===== src/rtl/delay_sweep_ctrl.sv =====
// delay_sweep_ctrl: steps the DELAY_OUT base delay (delay_1) from a start value to a
// stop value, dwelling a programmed number of tstart periods per step. Each new
// value is loaded on a period boundary through the init strobe. While dwelling,
// TDC results can optionally be forwarded for closed-loop tracking.
module delay_sweep_ctrl #(
  parameter int unsigned DW    = 15,
  parameter int unsigned CNT_W = 16
) (
  input  logic             clk,
  input  logic             resetn,
  input  logic             start,
  input  logic             abort,
  input  logic             track_en,
  input  logic [DW-1:0]    delay_start,
  input  logic [DW-1:0]    delay_stop,
  input  logic [DW-1:0]    delay_step,
  input  logic [CNT_W-1:0] dwell_periods,
  input  logic             tstart,
  input  logic             tdc_valid,
  input  logic [DW-1:0]    tdc_in,
  output logic [DW-1:0]    delay_1,
  output logic             init,
  output logic             tdc_data_flag,
  output logic [DW-1:0]    tdc_data,
  output logic             busy,
  output logic             done,
  output logic             aborted,
  output logic [CNT_W-1:0] step_idx
);

  typedef enum logic [2:0] {
    S_IDLE  = 3'd0,
    S_ARM   = 3'd1,
    S_LOAD  = 3'd2,
    S_DWELL = 3'd3,
    S_NEXT  = 3'd4,
    S_DONE  = 3'd5
  } state_t;

  state_t           state_q, state_d;
  logic             tstart_q;
  logic [DW-1:0]    stop_q, stop_d;
  logic [DW-1:0]    step_q, step_d;
  logic [CNT_W-1:0] dwell_q, dwell_d;
  logic [DW-1:0]    cur_q, cur_d;
  logic [CNT_W-1:0] dwell_cnt_q, dwell_cnt_d;
  logic [CNT_W-1:0] step_idx_q, step_idx_d;
  logic [DW-1:0]    delay_1_q, delay_1_d;
  logic             init_q, init_d;
  logic             flag_q, flag_d;
  logic [DW-1:0]    tdc_data_q, tdc_data_d;
  logic             busy_q, busy_d;
  logic             done_q, done_d;
  logic             aborted_q, aborted_d;

  logic             pb;
  logic [DW:0]      nxt;
  logic             sweep_end;

  // Period boundary is the rising edge of tstart; next value carries one extra bit
  // so an overflow past the top of the delay range ends the sweep instead of wrapping.
  assign pb        = tstart & ~tstart_q;
  assign nxt       = {1'b0, cur_q} + {1'b0, step_q};
  assign sweep_end = (step_q == '0) | nxt[DW] | (nxt[DW-1:0] > stop_q);

  // Next-state, shadow config and registered-output computation
  always_comb begin
    state_d     = state_q;
    stop_d      = stop_q;
    step_d      = step_q;
    dwell_d     = dwell_q;
    cur_d       = cur_q;
    dwell_cnt_d = dwell_cnt_q;
    step_idx_d  = step_idx_q;
    done_d      = 1'b0;
    aborted_d   = 1'b0;

    case (state_q)
      S_IDLE: begin
        if (start) begin
          state_d    = S_ARM;
          stop_d     = delay_stop;
          step_d     = delay_step;
          dwell_d    = dwell_periods;
          cur_d      = delay_start;
          step_idx_d = '0;
        end
      end
      S_ARM: begin
        if (pb) state_d = S_LOAD;
      end
      S_LOAD: begin
        state_d     = S_DWELL;
        dwell_cnt_d = (dwell_q == '0) ? CNT_W'(1) : dwell_q;
      end
      S_DWELL: begin
        if (pb) begin
          if (dwell_cnt_q == CNT_W'(1)) state_d = S_NEXT;
          else dwell_cnt_d = dwell_cnt_q - CNT_W'(1);
        end
      end
      S_NEXT: begin
        if (sweep_end) begin
          state_d = S_DONE;
        end else if (pb) begin
          state_d    = S_LOAD;
          cur_d      = nxt[DW-1:0];
          step_idx_d = step_idx_q + CNT_W'(1);
        end
      end
      S_DONE: begin
        state_d = S_IDLE;
      end
      default: begin
        state_d = S_IDLE;
      end
    endcase

    // Abort overrides any in-flight transition; current step is preserved
    if (abort && (state_q != S_IDLE)) begin
      state_d    = S_IDLE;
      cur_d      = cur_q;
      step_idx_d = step_idx_q;
      aborted_d  = 1'b1;
    end

    init_d     = (state_d == S_LOAD);
    delay_1_d  = (state_d == S_LOAD) ? cur_d : delay_1_q;
    done_d     = (state_d == S_DONE);
    busy_d     = (state_d != S_IDLE);
    flag_d     = track_en & tdc_valid & (state_q == S_DWELL) & ~init_d;
    tdc_data_d = tdc_in;
  end

  // State and output registers, synchronous active-low reset
  always_ff @(posedge clk) begin
    if (!resetn) begin
      state_q     <= S_IDLE;
      tstart_q    <= 1'b0;
      stop_q      <= '0;
      step_q      <= '0;
      dwell_q     <= '0;
      cur_q       <= '0;
      dwell_cnt_q <= '0;
      step_idx_q  <= '0;
      delay_1_q   <= '0;
      init_q      <= 1'b0;
      flag_q      <= 1'b0;
      tdc_data_q  <= '0;
      busy_q      <= 1'b0;
      done_q      <= 1'b0;
      aborted_q   <= 1'b0;
    end else begin
      state_q     <= state_d;
      tstart_q    <= tstart;
      stop_q      <= stop_d;
      step_q      <= step_d;
      dwell_q     <= dwell_d;
      cur_q       <= cur_d;
      dwell_cnt_q <= dwell_cnt_d;
      step_idx_q  <= step_idx_d;
      delay_1_q   <= delay_1_d;
      init_q      <= init_d;
      flag_q      <= flag_d;
      tdc_data_q  <= tdc_data_d;
      busy_q      <= busy_d;
      done_q      <= done_d;
      aborted_q   <= aborted_d;
    end
  end

  assign delay_1       = delay_1_q;
  assign init          = init_q;
  assign tdc_data_flag = flag_q;
  assign tdc_data      = tdc_data_q;
  assign busy          = busy_q;
  assign done          = done_q;
  assign aborted       = aborted_q;
  assign step_idx      = step_idx_q;

endmodule

===== config.mk =====
export PLATFORM = sky130hd
export DESIGN_NAME = delay_sweep_ctrl
export DESIGN_NICKNAME = d
export VERILOG_FILES = /design/src/rtl/delay_sweep_ctrl.sv
export SDC_FILE = /design/constraint.sdc
export NUM_CORES = 1
export LEC_CHECK = 0
export CORE_MARGIN = 4
export CORE_UTILIZATION = 45
export CTS_CLUSTER_SIZE = 24
export DETAILED_ROUTE_END_ITERATION = 7
export GPL_ROUTABILITY_DRIVEN = 0
export PLACE_DENSITY = 0.72
export SKIP_LAST_GASP = 1
export SYNTH_ARGS = -nofsm -noshare
export SYNTH_HDL_FRONTEND = slang
export SYNTH_SLANG_ARGS = --single-unit
export TNS_END_PERCENT = 20

===== constraint.sdc =====
create_clock -name clk -period 5.1 [get_ports clk]
set_input_delay 1.275 -clock clk [delete_from_list [all_inputs] [get_ports clk]]
set_output_delay 1.275 -clock clk [all_outputs]
set_load 0.01 [all_outputs]

# Word-level counts from Yosys, hierarchy flattened
# Index checks and enable logic that the tools add are counted.
dict set report classes {
  n_eq_ne 12
  shifts 0
  n_div 0
  bitwise_logic 9
  n_addsub 3
  muxes 21
  order_cmp 1
  n_reduce_logical 11
  multipliers 0
}
# cell n
set op_table {}
lappend op_table {{two-way mux 16 bit} 6}
lappend op_table {{case mux 16 bit (2 select lines)} 2}
lappend op_table {{two-way mux 15 bit} 4}
lappend op_table {{case mux 15 bit (2 select lines)} 1}
lappend op_table {{two-way mux 3 bit} 6}
lappend op_table {{adder 15 x 15 -> 16 bit} 1}
lappend op_table {{adder 16 x 1 -> 16 bit, second input constant} 1}
lappend op_table {{equality test 16 x 1 -> 1 bit, second input constant} 1}
lappend op_table {{logical NOT 16 bit} 1}
lappend op_table {{subtractor 16 x 1 -> 16 bit, second input constant} 1}
lappend op_table {{> comparator 15 bit} 1}
lappend op_table {{logical NOT 15 bit} 1}
lappend op_table {{case mux 3 bit (5 select lines)} 1}
lappend op_table {{inequality test 2 bit, second input constant} 5}
lappend op_table {{equality test 3 x 2 -> 1 bit, second input constant} 3}
lappend op_table {{equality test 3 bit, second input constant} 2}
lappend op_table {{nonzero test 3 bit} 2}
lappend op_table {{AND reduction 5 bit} 1}
lappend op_table {{AND 1 bit} 4}
lappend op_table {{nonzero test 2 bit} 2}
lappend op_table {{equality test 3 x 1 -> 1 bit, second input constant} 1}
lappend op_table {{logical NOT 3 bit} 1}
lappend op_table {{inverter 1 bit} 3}
lappend op_table {{AND reduction 3 bit} 1}
lappend op_table {{other kinds (4)} 5}
dict set report word_totals {
  register_bits 132
  n_memories 0
  out_inout_bits 51
  elab_cells 72
  input_bits 83
  mem_bits_rw 0
  romBits 0
  latchBits 0
}

# Longest topological paths before layout
dict set report logic_depth {
  word_depth 9
  ltp_mapped 20
  depth_no_buf 18
}

# Worst setup path after synthesis
# Ideal clock, no wire load.
dict set report synth_path {
  path_kind {register -> register}
  startpoint {register step_q[0]}
  endpoint {register delay_1_q[11], in the netlist delay_1[11]}
  path_buffers 2
  setup_ns 0.086
  t_required_ns 5.014
  stages_incl_launch_ff 20
  synth_period_minus_slack_ns 3.856
  path_slack_ns 1.244
  t_arrival_ns 3.770
  cell_sequence {dfxtp_1 ha_1 inv_1 fa_1 nor2b_1 o2111ai_1 nand4_1 nand4_1 nor3b_1 xnor2_1 ha_1 nand4_1 nand2b_1 a31oi_1 a211oi_1 a31o_1 buf_4 and2_4 buf_6 a211oi_1}
}
dict set report synth_via {
  elab_chain_len 7
  word_cells_on_any_way 13
  cone_classes {add/sub (1); order compare (1); eq/ne (1); mux (7); bitwise (2); reduce/logical (1)}
}
# element line_no
set synth_rtl {}
lappend synth_rtl {{start, declared} 43} ;# logic [DW-1:0] step_q, step_d;
lappend synth_rtl {{start signal, assigned} 157} ;# step_q <= step_d;
lappend synth_rtl {{adder 15 x 15 -> 16 bit / logical NOT 15 bit (equally long branches)} {63, 64}}
lappend synth_rtl {{> comparator 15 bit / OR 1 bit (equally long branches)} 64} ;# assign sweep_end = (step_q == '0) | nxt[DW] | (nxt[DW-1:0] > stop_q);
lappend synth_rtl {{OR 1 bit} 64}
lappend synth_rtl {{two-way mux 3 bit} 103} ;# if (sweep_end) begin
lappend synth_rtl {{case mux 3 bit (5 select lines)} 78} ;# case (state_q)
lappend synth_rtl {{two-way mux 3 bit} 120} ;# if (abort && (state_q != S_IDLE)) begin
lappend synth_rtl {{equality test 3 x 2 -> 1 bit} 128} ;# delay_1_d = (state_d == S_LOAD) ? cur_d : delay_1_q;
lappend synth_rtl {{end signal, assigned} 162} ;# delay_1_q <= delay_1_d;
lappend synth_rtl {{end, declared} 48} ;# logic [DW-1:0] delay_1_q, delay_1_d;
# Several ways; a longest one is shown, not always the timed one.
# A chain may end at the register's enable or synchronous reset.

# Worst setup path after layout
dict set report layout_path {
  startpoint {register step_q[0]}
  endpoint {register delay_1_q[12], in the netlist delay_1[12]}
}
# Same word-level chain as after synthesis.

==> results.cfg <==
[outcome]
run_status = complete, no violations

[worst_hold_path]
hp-class = register to register

[layout]
layout.cell_area.non_filler_mm2 = 0.008404
final.fill_count = 1281
nNetsFinal = 1022
n_antenna_cell = 0
syn_to_final_growth_pct = 30.88
drive_above_1_share_pct = 5.671

[detailed_routing]
vias = 6093
maxUsedRoutingLayer = met4
met2RoutedLength_um = 7686
totalWireLength_um = 17510
ant_nets = 0
drt_pass1_iterations = 5
wl_met3_um = 1252
viasPerCell = 5.554
drc = 0
post_drt_wl_per_cell_um = 15.96
wirelength_met1_um = 8368
drt_first_iter_violations = 470

[timing]
setup_violations = 0
unrepaired_setup_endpoints_after_global_routing = no
post-route-period-util_pct = 86.78
final_hold_viol_count = 0
fin_worst_skew_ps = 5.251
relSlewSlack_pct = 27.12
minimum_clock_period_ps = 4426
highest_clock_rate_mhz = 225.9
tns_ps = 0
worst_max_slew_pin_slew_ps = 1093
finalMaxSlewViolations = 0

[critical_path]
arrival_ps = 4670
reg2reg_slack_ps = 670
crit_path_max_fanout = 17
cp_data_required_time_ps = 5350
crit_path_top_delay_cell = a211oi_1
startpoint_type = register
cp-end-kind = register
crit_top_cell = nand4_1
slowest_delay_ps = 460
crit_chain = ha_1, inv_1, fa_1, nor2b_1, o2111ai_1, nand4_1, nand4_1, nor3b_1, xnor2_1, ha_1, nand4_1, nor4_1, a31oi_1, buf_4, a211oi_1, a31o_2, and2_4, a311oi_1
timing_worst_setup_path_type = register to register

[floorplanning]
die-height_um = 127.5
rows = 43
num_io_pins = 134
die-area_mm2 = 0.01624
initial_core_util_pct = 46.08
die_w_um = 127.5
core_region_area_mm2 = 0.01393

[global_route]
grt_first_pass_wirelength_um = 28520
number_of_antenna_violations_at_the_first_check_in_global_routing = 0
grt_overflow = 0
grt_max_degree = 64
globalRouteTotalUtil_pct = 21.86
grt_pass1_vias = 5729

[clocking]
clock_buffer_count_from_cts = 17
cts_resized = 0
clk_transition_reported_paths_ps = 60
holdBufCountCts = 0
cts_max_path_buffers = 2
cts_htree_levels = 4
tritoncts_clock_tree = done
post_cts.repair.setup_buffers = 0
clock_tree.root_cell = clkbuf_16
clk-insertion-delay-late_ps = 420
cts.sink_count = 132

[logic_synthesis]
synth.area.top_cells = dfxtp_1, a21oi_1, nand2_1, ha_1, nor2_1
synth_fp_nets = 904
synth_cells = 787
synth_area_mm2 = 0.006421
synth-edff-count = 0
yosys.area.top_type_share_pct = 41.15
synthesis.yosys.warnings = 0
post_synth.cell_area_avg_um2 = 8.159
postSynth.topFlopCell = dfxtp_1
synth.distinct_cells = 59
post-synth-top-area-cell = dfxtp_1
ys_seq_elements = 132
asyncSetResetFlopFracSynth_pct = 0
seq_area_frac_synth_pct = 41.15

[power_and_ir_drop]
fin_total_pwr_mw = 2.868
ir_drop_mv = 0.2692
leakage_nw = 3.237
power.density_cell_area_mw_per_mm2 = 341.3

[placement]
numPortBuffers = 133
dpl_cell_area_mm2 = 0.007846
detailed_place_hpwl_um = 12390

[flow_run]
timing.max_cap.violations = 0
-- cells in the mapped netlist (all sizes together), types with 10 or more instances --
| cell type | n |
|---|---|
| and2 | 29 |
| buf | 12 |
| a31oi | 12 |
| o21ai | 25 |
| a221oi | 10 |
| a211oi | 15 |
| nor4 | 12 |
| clkbuf | 29 |
| nor2 | 61 |
| ha | 33 |
| inv | 28 |
| nand2 | 129 |
| nand3 | 12 |
| dfxtp | 132 |
| a21oi | 107 |
| nor3 | 14 |
-- layer usage --
metal,global-route usage (%),vias up
li1,-,3047
met1,30.99,2823
met2,33.23,207
met3,4.891,16
met4,6.688,0
met5,0,-
-- registers in the layout (all words and copies together), names as in the netlist --
name	count
aborted	1
busy	1
cur_q	15
delay_1	15
done	1
dwell_cnt_q	16
dwell_q	16
init	1
state_q	3
step_idx	16
step_q	15
stop_q	15
tdc_data	15
tdc_data_flag	1
tstart_q	1
-- critical path: cells and delay by family (launching register included) --
kind | cells | cell delay, ps
AO/OA/AOI/OAI | 5 | 1260
XOR/XNOR | 1 | 160
adder cells (fa/ha/maj) | 3 | 890
buffers and inverters | 2 | 250
flip-flops | 1 | 350
AND/OR/NAND/NOR | 7 | 1360
-- cells in the final DEF, fill, tap and decap left out, drive strengths merged, types with 4 or more instances in the layout --
cell type and instances:
clkdlybuf4s50 133, dfxtp 132, nand2 129, a21oi 107, nor2 61, ha 33
and2 29, inv 28, clkbuf 27, o21ai 25, a211oi 15, nor3 14
a31oi 12, nand3 12, nor4 12, a221oi 10, nand4 9, and3 9
xnor2 9, or3 8, o221a 8, nand2b 8, a21o 8, nor2b 7
o31ai 7, buf 7, or4 7, o211a 5, a41oi 4, a311oi 4
xor2 4, a22oi 4
-- kinds of logic (layout without fill, tap and decap cells) --
logic type | count (synthesis) | after routing | share of synthesized area (%)
compound gates | 221 | 221 | 21.92
flops | 132 | 132 | 41.15
buf+inv | 69 | 199 | 4.559
xor+xnor | 13 | 13 | 1.773
fa+ha+maj | 34 | 34 | 6.742
simple gates | 315 | 315 | 23.38
mux | 3 | 3 | 0.4677
-- area by class of cell --
type	instances	area, µm²	share of cell area [%]
Tap cell	180	225.2	2.680
Sequential cell	132	2643	31.44
Multi-Input combinational cell	586	3490	41.52
Inverter	28	105.1	1.251
Clock inverter	4	45.04	0.5360
Clock buffer	27	513.0	6.104
Timing Repair Buffer	140	1384	16.47
-- power by group --
part           switching, mW  internal [mW]  leakage, nW
Combinational          0.314          0.248         1.88
Sequential            0.0511           1.10         1.08
Clock                  0.429          0.730        0.277
Total                  0.793           2.07         3.24
-- metrics by stage --
stage / util, % / cells / hold WS (ps) / worst slack (ps)
global route: 60.31 / 1097 / 481.3 / 195.2
detailed placement: 56.31 / 1066 / 448.7 / 741.0
finish: 60.31 / 1097 / 455.7 / 674.0
global placement: 56.31 / 1066 / 445.2 / 848.5
CTS: 60.31 / 1097 / 456.1 / 691.0
floorplan: - / 787 / 436.1 / 1244
-- path summary, 6_finish.rpt --
path / to / cells past startpoint / from
max: delay_1[12] / 18 / step_q[0]
min: stop_q[11] / 2 / stop_q[11]
max reg2reg: delay_1[12] / 18 / step_q[0]
min reg2reg: stop_q[11] / 2 / stop_q[11]
Note: power is estimated with default switching activity, not from simulation.
